==> src/rtl/pc_fetch_unit_pkg.sv <==
// Shared definitions for the fetch unit and its neighbours: FSM state
// encoding, instruction field positions and the branch opcodes that the
// branch logic decodes from the word this unit issues.
package pc_fetch_unit_pkg;

  // Fetch sequencer states; HALT is absorbing until reset.
  typedef enum logic [1:0] {
    ST_FETCH = 2'd0,
    ST_WAIT  = 2'd1,
    ST_ISSUE = 2'd2,
    ST_HALT  = 2'd3
  } fetch_state_t;

  // Instruction word layout.
  localparam int INSTR_W = 32;
  localparam int OPC_MSB = 31;
  localparam int OPC_LSB = 27;
  localparam int OPC_W   = OPC_MSB - OPC_LSB + 1;
  localparam int IMM_W   = 16;

  // Branch opcodes, kept here so fetch, decode and branch logic agree.
  localparam logic [OPC_W-1:0] OPC_BZ   = 5'b10001;
  localparam logic [OPC_W-1:0] OPC_BCY  = 5'b01110;
  localparam logic [OPC_W-1:0] OPC_BNCY = 5'b01111;
  localparam logic [OPC_W-1:0] OPC_BLTZ = 5'b10000;

  // Extract the opcode field from an instruction word.
  function automatic logic [OPC_W-1:0] opcode_of(input logic [INSTR_W-1:0] word);
    return word[OPC_MSB:OPC_LSB];
  endfunction

  // True when the opcode is one of the conditional branches.
  function automatic logic is_branch_opcode(input logic [OPC_W-1:0] opc);
    return (opc == OPC_BZ) || (opc == OPC_BCY) ||
           (opc == OPC_BNCY) || (opc == OPC_BLTZ);
  endfunction

endpackage

==> src/rtl/pc_fetch_unit_if.sv <==
// Instruction memory request/acknowledge bus. The fetch unit is the master:
// it raises imem_req with imem_addr and holds both until the memory returns
// imem_ack together with imem_data, so memory latency may vary freely.
interface pc_fetch_unit_if #(
  parameter int PC_W = 10
);
  import pc_fetch_unit_pkg::*;

  logic               imem_req;
  logic [PC_W-1:0]    imem_addr;
  logic               imem_ack;
  logic [INSTR_W-1:0] imem_data;

  modport master (
    output imem_req,
    output imem_addr,
    input  imem_ack,
    input  imem_data
  );

  modport slave (
    input  imem_req,
    input  imem_addr,
    output imem_ack,
    output imem_data
  );

endinterface

==> src/rtl/pc_fetch_unit_imm_sign_ext.sv <==
// 16 -> 32 bit sign extension of the immediate field. Kept as its own block
// because decode and the ALU operand path use the same extension.
module pc_fetch_unit_imm_sign_ext
  import pc_fetch_unit_pkg::*;
(
  input  logic [IMM_W-1:0]   imm_in,
  output logic [INSTR_W-1:0] imm_out
);

  assign imm_out = {{(INSTR_W - IMM_W){imm_in[IMM_W-1]}}, imm_in};

endmodule

==> src/rtl/pc_fetch_unit.sv <==
// Program counter and instruction fetch sequencer. Fetches one word at a
// time from instruction memory, holds it issued until the core retires it,
// then takes the next PC from branch logic. Stops in a sticky HALT state
// after the last program address retires, or when branch logic asks for an
// address beyond the end of instruction memory (flagged as a fault).
module pc_fetch_unit
  import pc_fetch_unit_pkg::*;
#(
  parameter int PC_W       = 10,
  parameter int RESET_PC   = 0,
  parameter int END_PC     = 59,
  parameter int IMEM_DEPTH = 1024
) (
  input  logic                clk,
  input  logic                rst,
  input  logic [PC_W-1:0]     npc,
  input  logic                exec_done,
  pc_fetch_unit_if.master     bus,
  output logic [PC_W-1:0]     pc,
  output logic [INSTR_W-1:0]  instr,
  output logic [OPC_W-1:0]    opcode,
  output logic [INSTR_W-1:0]  imm,
  output logic                instr_valid,
  output logic                halted,
  output logic                fault
);

  // Parameters resized once so every comparison below is width-matched.
  // The range check is done at 32 bits so that IMEM_DEPTH == 2**PC_W
  // (every address valid) works without overflow.
  localparam logic [PC_W-1:0]    RESET_PC_L   = PC_W'(RESET_PC);
  localparam logic [PC_W-1:0]    END_PC_L     = PC_W'(END_PC);
  localparam logic [31:0]        IMEM_DEPTH_L = 32'(IMEM_DEPTH);

  fetch_state_t state;
  logic         req_q;
  logic [31:0]  npc_ext;
  logic         npc_out_of_range;

  assign npc_ext          = {{(32 - PC_W){1'b0}}, npc};
  assign npc_out_of_range = (npc_ext >= IMEM_DEPTH_L);

  // The PC is never changed while a request is outstanding, so the fetch
  // address can simply follow it.
  assign bus.imem_req  = req_q;
  assign bus.imem_addr = pc;

  // Decoded fields follow the latched word and therefore stay stable for
  // the whole time the instruction is issued.
  assign opcode = opcode_of(instr);

  pc_fetch_unit_imm_sign_ext u_imm_sign_ext (
    .imm_in  (instr[IMM_W-1:0]),
    .imm_out (imm)
  );

  // Fetch sequencer: state, PC, latched instruction and all status flags.
  always_ff @(posedge clk) begin
    if (rst) begin
      state       <= ST_FETCH;
      pc          <= RESET_PC_L;
      instr       <= '0;
      instr_valid <= 1'b0;
      req_q       <= 1'b0;
      halted      <= 1'b0;
      fault       <= 1'b0;
    end else begin
      case (state)
        ST_FETCH: begin
          req_q <= 1'b1;
          state <= ST_WAIT;
        end

        ST_WAIT: begin
          if (bus.imem_ack) begin
            instr       <= bus.imem_data;
            req_q       <= 1'b0;
            instr_valid <= 1'b1;
            state       <= ST_ISSUE;
          end
        end

        ST_ISSUE: begin
          if (exec_done) begin
            instr_valid <= 1'b0;
            if (pc == END_PC_L) begin
              halted <= 1'b1;
              state  <= ST_HALT;
            end else if (npc_out_of_range) begin
              halted <= 1'b1;
              fault  <= 1'b1;
              state  <= ST_HALT;
            end else begin
              pc    <= npc;
              state <= ST_FETCH;
            end
          end
        end

        ST_HALT: begin
          req_q       <= 1'b0;
          instr_valid <= 1'b0;
        end

        default: begin
          state <= ST_HALT;
        end
      endcase
    end
  end

endmodule
==> src/flat_wrapper.sv <==
// flat-port wrapper written by rule: the top's interface ports become plain ports
module pc_fetch_unit_flat import pc_fetch_unit_pkg::*;
#(
  parameter int PC_W       = 10,
  parameter int RESET_PC   = 0,
  parameter int END_PC     = 59,
  parameter int IMEM_DEPTH = 1024
)
  (clk, rst, npc, exec_done, pc, instr, opcode, imm, instr_valid, halted, fault, bus_imem_req, bus_imem_addr, bus_imem_ack, bus_imem_data);
  pc_fetch_unit_if #(.PC_W(PC_W)) bus_i ();
  input  logic clk;
  input  logic rst;
  input  logic [PC_W-1:0] npc;
  input  logic exec_done;
  output logic [PC_W-1:0] pc;
  output logic [INSTR_W-1:0] instr;
  output logic [OPC_W-1:0] opcode;
  output logic [INSTR_W-1:0] imm;
  output logic instr_valid;
  output logic halted;
  output logic fault;
  output wire logic [$bits(bus_i.imem_req)-1:0] bus_imem_req;
  output wire logic [$bits(bus_i.imem_addr)-1:0] bus_imem_addr;
  input wire logic [$bits(bus_i.imem_ack)-1:0] bus_imem_ack;
  input wire logic [$bits(bus_i.imem_data)-1:0] bus_imem_data;
  assign bus_imem_req = bus_i.imem_req;
  assign bus_imem_addr = bus_i.imem_addr;
  assign bus_i.imem_ack = bus_imem_ack;
  assign bus_i.imem_data = bus_imem_data;
  pc_fetch_unit #(.PC_W(PC_W), .RESET_PC(RESET_PC), .END_PC(END_PC), .IMEM_DEPTH(IMEM_DEPTH)) u_core (.clk(clk), .rst(rst), .npc(npc), .exec_done(exec_done), .bus(bus_i), .pc(pc), .instr(instr), .opcode(opcode), .imm(imm), .instr_valid(instr_valid), .halted(halted), .fault(fault));
endmodule
==> config.mk <==
export PLATFORM = sky130hd
export DESIGN_NAME = pc_fetch_unit_flat
export DESIGN_NICKNAME = d
export VERILOG_FILES = /design/src/rtl/pc_fetch_unit_pkg.sv /design/src/rtl/pc_fetch_unit_if.sv /design/src/rtl/pc_fetch_unit_imm_sign_ext.sv /design/src/rtl/pc_fetch_unit.sv /design/src/flat_wrapper.sv
export SDC_FILE = /design/constraint.sdc
export NUM_CORES = 1
export LEC_CHECK = 0
export CAP_MARGIN = 0
export CORE_UTILIZATION = 40
export CTS_CLUSTER_SIZE = 24
export DETAILED_ROUTE_END_ITERATION = 10
export PLACE_DENSITY_LB_ADDON = 0.3
export SYNTH_ARGS = -nofsm -noshare
export SYNTH_HDL_FRONTEND = slang
export SYNTH_SLANG_ARGS = --single-unit
==> constraint.sdc <==
create_clock -name clk -period 5.2 [get_ports clk]
set_clock_uncertainty 0.15 [all_clocks]
set_input_delay 1.04 -clock clk [delete_from_list [all_inputs] [get_ports clk]]
set_output_delay 1.04 -clock clk [all_outputs]
set_load 0.02 [all_outputs]
==> results of run 1 <==
-- state kept, by name, indices dropped and copies added (netlist names) --
register and flops:
u_core.instr 32, u_core.bus.imem_addr 10, u_core.state 2, u_core.bus.imem_req 1
u_core.halted 1, u_core.instr_valid 1
-- worst max-delay path by stage --
stage / from / end
6_report: u_core.instr[15] / imm[17]
2_1_floorplan: u_core.instr[15] / imm[16]
3_5_place_dp: bus_imem_ack / u_core.instr[8]
4_1_cts: u_core.instr[15] / imm[17]
5_1_grt: bus_imem_ack / u_core.instr[8]
3_3_place_gp: bus_imem_ack / u_core.instr_valid
-- power breakdown --
group | internal (W) | leakage (nW) | switching (W)
Clock | 0.000104 | 0.0470 | 0.000113
Sequential | 0.000404 | 0.382 | 0.0000340
Combinational | 0.000203 | 0.768 | 0.000226
Total | 0.000711 | 1.20 | 0.000373
-- cell type report --
class	count	area (um^2)	share of cell area
Timing Repair Buffer	137	1366	0.4064
Sequential cell	47	940.9	0.2799
Multi-Input combinational cell	158	860.8	0.2560
Tap cell	70	87.58	0.02605
Clock buffer	6	82.58	0.02456
Inverter	5	18.77	0.005582
Clock inverter	1	5.005	0.001489
-- metal layers --
| metal | vias to the layer above | global-route usage | routed length, um |
|---|---|---|---|
| met4 | 0 | 0.04808 | 43 |
| met3 | 5 | 0.04762 | 338 |
| met5 | - | 0 | 0 |
| met1 | 945 | 0.2317 | 2460 |
| met2 | 88 | 0.3491 | 2936 |
| li1 | 1019 | - | - |
-- cells in the final DEF, fill, tap and decap left out, drive strengths merged, types with 3 or more instances in the layout --
master and n:
inv 4, nor3b 4, a21oi 38, clkdlybuf4s50 136, and4b 3, nand2 69
ha 3, o21ai 5, nor2b 3, clkbuf 6, mux2i 3, a32o 3
dfxtp 47
-- per-stage QoR --
stage          utilization  hold slack (ps)  area, um^2
6_report            0.6419            308.3        3362
5_1_grt             0.6419            327.5        3362
4_1_cts             0.6419            309.4        3362
3_5_place_dp        0.6252            297.8        3274
3_3_place_gp        0.6252            291.1        3274
2_1_floorplan            -            339.4        2243
-- cells by family after synthesis --
group / count (synthesis) / synth area share
and+or+nand+nor: 96 / 0.2030
buffers and inverters: 68 / 0.1969
AOI/OAI and AO/OA: 55 / 0.1489
DFF: 47 / 0.4194
muxes: 3 / 0.01339
adders and majority gates: 3 / 0.01673
other: 1 / 0.001672
==> reports/metrics.yaml, run 1 <==
grt:
  antenna_found_initial: 0
  grt_max_degree: 51
  overflow: 0
  grt_pass1_vias: 1845
  grt_pass1_wl_um: 9266
  grt_usage: 0.1952
run_status:
  status: "complete, no violations"
logic_synthesis:
  ys_async_sr_fraction: 0
  synthesis.nets: 322
  syn_inst: 273
  yosysTopAreaCellShare: 0.4194
  ys_top_cells_by_count: "nand2_1, buf_4, dfxtp_1"
  yosysUniqueCellTypes: 36
  synth.most_common_cell: "nand2_1"
  synth.avg_cell_area_um2: 8.218
  ys_warn_count: 0
  yosys-top-cells-area: "dfxtp_1, buf_4, nand2_1, a21oi_1, ha_1"
  yosysTopAreaCell: "dfxtp_1"
  ys_ff_latch: 47
  syn_area_um2: 2243
  synth-edff-count: 0
  ys_seq_area_frac: 0.4194
  ys.flop_type: "dfxtp_1"
hold_path:
  worstHoldPathCells: 2
  hold_end: "u_core.instr[16]"
  holdCritPathClass: "register to register"
  min_from: "u_core.instr[16]"
floorplan:
  dieArea_um2: 5912
  die_w_um: 76.89
  core-area_um2: 5238
  rows: 26
  die_h_um: 76.89
  initial_utilization: 0.4283
  ios: 139
drt:
  drtAntennaViolNets: 0
  drt_wl_total_um: 5778
  post_drt_wl_per_cell_um: 13.63
  viasPerCell: 4.851
  firstDrtPassIters: 4
  route.vias.total: 2057
  drc: 0
  drtIter0Drc: 83
power_and_ir_drop:
  p_leak_nw: 1.198
  finalPower_w: 0.001084
  powerDensity_nw_per_um2: 322.4
  max-vdd-ir-drop_v: 0.0002411
worst_setup_path:
  r2r-start: "u_core.state[1]"
  crit_chain: "clkdlybuf4s50_1"
  cp.arrival_ps: 1650
  required_ps: 4010
  critical_path_class: "register to output pin"
  crit_family: "buffers and inverters"
  r2r_slack_ps: 3010
  worstReg2RegEnd: "u_core.instr[22]"
  path_buf_inv: 1
  path_depth: 1
  cp-end-kind: "output pin"
  reg2reg_depth: 5
  cp_max_fo: 19
  critPathMaxStageDelay_ps: 710
  slowest_stage: "clkdlybuf4s50_1"
  startpoint_type: "register"
timing:
  fmax_mhz: 352.1
  fin_tns_setup_ps: 0
  setup_viol: 0
  grt_setup_unrepaired: "false"
  slew_headroom: 0.1885
  final_max_slew_viol_count: 0
  hold_viol: 0
  layout_setup_ws_ps: 2360
  fin_crit_ps: 2840
  tightest_slew_ps: 1217
  period_share: 0.5462
clock_network:
  cts.clk_slew.worst_paths_ps: 80
  hold_buffers: 0
  clock_sinks: 47
  cts-buffers-inserted: 5
  cts_tree: "yes"
  cts_root_buffer: "clkbuf_8"
  clk_path_buf_depth: 2
  cts-resized-gates: 0
  cts_max_level: 2
  clock_latency_ps: 290
  postCtsSetupBuffers: 0
place:
  dp_slack_ps: 2125
  place.gp.congestion: 0.8348
  dpl.hpwl_um: 4127
  portBuffers: 137
  dp.cells: 417
job:
  drv_cap: 0
cells_and_area:
  antenna_cells: 0
  synthToLayoutAreaGrowth_pct: 49.86
  drive_gt1_frac: 0.03672
  layout.nets: 403
  nFillCells: 475
  instances_no_fill: 424
Power figures use the tool's default switching activity.
==> inputs of run 2 (changes only) <==
- CORE_UTILIZATION: 40 -> 37
- clock period: 5.2 -> 2.8 ns (I/O delays scaled with it)
==> reports/metrics.yaml, run 2 (synthesis results as in run 1) <==
cells_and_area:
  final-seq-area_um2: 940.9  # unchanged
  antenna_cells: 0  # unchanged
  layout.nets: 406  # +0.74%
  multiInputGateArea_um2: 860.8  # unchanged
  nFillCells: 520  # +9.5%
  largest_register_ffs: 32  # unchanged
  final_area_um2: 3432  # +2.1%
  regMostFlops: "u_core.instr"
  drive_gt1_frac: 0.04469  # +0.007970
  layout_common_cells: "clkdlybuf4s50_1, nand2_1, dfxtp_1"
  synthToLayoutAreaGrowth_pct: 52.98
  layout.cells.most_common: "clkdlybuf4s50_1"
worst_setup_path:
  cp-end-kind: "output pin"
  path_buf_inv: 1  # unchanged
  reg2reg_depth: 5  # unchanged
  r2r-start: "u_core.state[0]"
  worstReg2RegEnd: "u_core.state[0]"
  critical_path_class: "register to output pin"
  startpoint_type: "register"
  slowest_stage: "clkdlybuf4s50_1"
  cp_max_fo: 19  # unchanged
  r2r_slack_ps: 860  # -2150 ps
  crit_family: "buffers and inverters"
  cp.arrival_ps: 1610  # -40 ps
  crit_chain: "clkdlybuf4s50_1"
  critPathMaxStageDelay_ps: 700  # about the same
  required_ps: 2090  # -1920 ps
power_and_ir_drop:
  max-vdd-ir-drop_v: 0.0004399  # +82%
  powerDensity_nw_per_um2: 636.2  # +97%
  p_leak_nw: 1.231  # +2.7%
grt:
  overflow: 0  # unchanged
  grt_max_degree: 33  # -35%
  antenna_found_initial: 0  # unchanged
  grt_pass1_vias: 1899  # +2.9%
  grt_pass1_wl_um: 8638  # -6.8%
  grt_usage: 0.1715  # -0.02373
drt:
  firstDrtPassIters: 4  # unchanged
  drt_wl_total_um: 5461  # -5.5%
  viasPerCell: 4.823  # -0.58%
  post_drt_wl_per_cell_um: 12.70  # -6.8%
  drc: 0  # unchanged
  route.vias.total: 2074  # +0.83%
  drtAntennaViolNets: 0  # unchanged
  drtIter0Drc: 95  # +14%
floorplan:
  die_w_um: 79.87  # +3.9%
  dieArea_um2: 6378  # +7.9%
  ios: 139  # unchanged
  initial_utilization: 0.3953  # -0.03305
  die_h_um: 79.87  # +3.9%
  rows: 27  # +3.8%
  core-area_um2: 5675  # +8.4%
timing:
  tightest_slew_ps: 532.6  # -684.7 ps
  final_max_slew_viol_count: 0  # unchanged
  hold_viol: 0  # unchanged
  grt_setup_unrepaired: "false"
  period_share: 0.8277
  setup_viol: 0  # unchanged
  slew_headroom: 0.6441  # +0.4556
  fin_crit_ps: 2318
  fmax_mhz: 431.5
  fin_tns_setup_ps: 0  # unchanged
run_status:
  status: "complete, no violations"
clock_network:
  clk_path_buf_depth: 2  # unchanged
  cts_tree: "yes"
  cts-buffers-inserted: 5  # unchanged
  clock_sinks: 47  # unchanged
  cts.clk_slew.worst_paths_ps: 80  # about the same
  cts_max_level: 2  # unchanged
  postCtsSetupBuffers: 0  # unchanged
  cts_root_buffer: "clkbuf_8"
  clock_latency_ps: 280  # about the same
  hold_buffers: 0  # unchanged
  cts-resized-gates: 0  # unchanged
hold_path:
  holdCritPathClass: "register to register"
  worstHoldPathCells: 2  # unchanged
  hold_end: "u_core.instr[18]"
  min_from: "u_core.instr[18]"
place:
  postPlaceCellArea_um2: 3299  # +0.76%
  place.gp.congestion: 0.7846  # -6.0%
  portBuffers: 137  # unchanged
  dpl.hpwl_um: 4004  # -3.0%
job:
  drv_cap: 0  # unchanged
[run 2: final cells by class]
type / count / area share
timing repair buffer: 140 / 0.4047
sequential: 47 / 0.2742
multi-input combinational: 158 / 0.2508
tap: 72 / 0.02625
clock buffer: 6 / 0.02114
clock inverter: 2 / 0.01750
inverter: 5 / 0.005468
[run 2: metrics by stage]
stage / utilization / worst slack (ps) / hold slack [ps] / instances / total power [W]
finish: 0.6047 / 482.3 / 306.7 / 430 / 0.002184
global route: 0.6047 / 349.0 / 328.2 / 430 / 0.002311
CTS: 0.6047 / 443.2 / 310.3 / 430 / 0.002212
detailed placement: 0.5813 / 649.5 / 297.9 / 422 / 0.001633
global placement: 0.5813 / 686.6 / 291.6 / 422 / 0.001619
floorplan: - / 1065 / 339.4 / 273 / 0.001334
[run 2: metal layers]
layer  wire, um  global-route usage
met1       2264              0.2006
met2       2731              0.3085
met3        401             0.03086
met4         65             0.06429
met5          0                   0
[run 2: how the worst max path moves through the flow]
stage | from | to | slack (ps) | cells past startpoint
after floorplan | u_core.state[0] | u_core.state[0] | 1070 | 6
after global placement | exec_done | u_core.bus.imem_addr[2] | 690 | 3
after detailed placement | exec_done | u_core.bus.imem_addr[7] | 650 | 4
after CTS | u_core.instr[15] | imm[15] | 440 | 1
after global routing | u_core.instr[15] | imm[31] | 350 | 1
final | u_core.instr[15] | imm[15] | 480 | 1
[run 2: report_power, final]
| part | leakage, nW | internal (W) | switching (W) |
|---|---|---|---|
| clock | 0.0654 | 0.000357 | 0.000216 |
| sequential | 0.382 | 0.000749 | 0.0000619 |
| combinational | 0.783 | 0.000385 | 0.000414 |
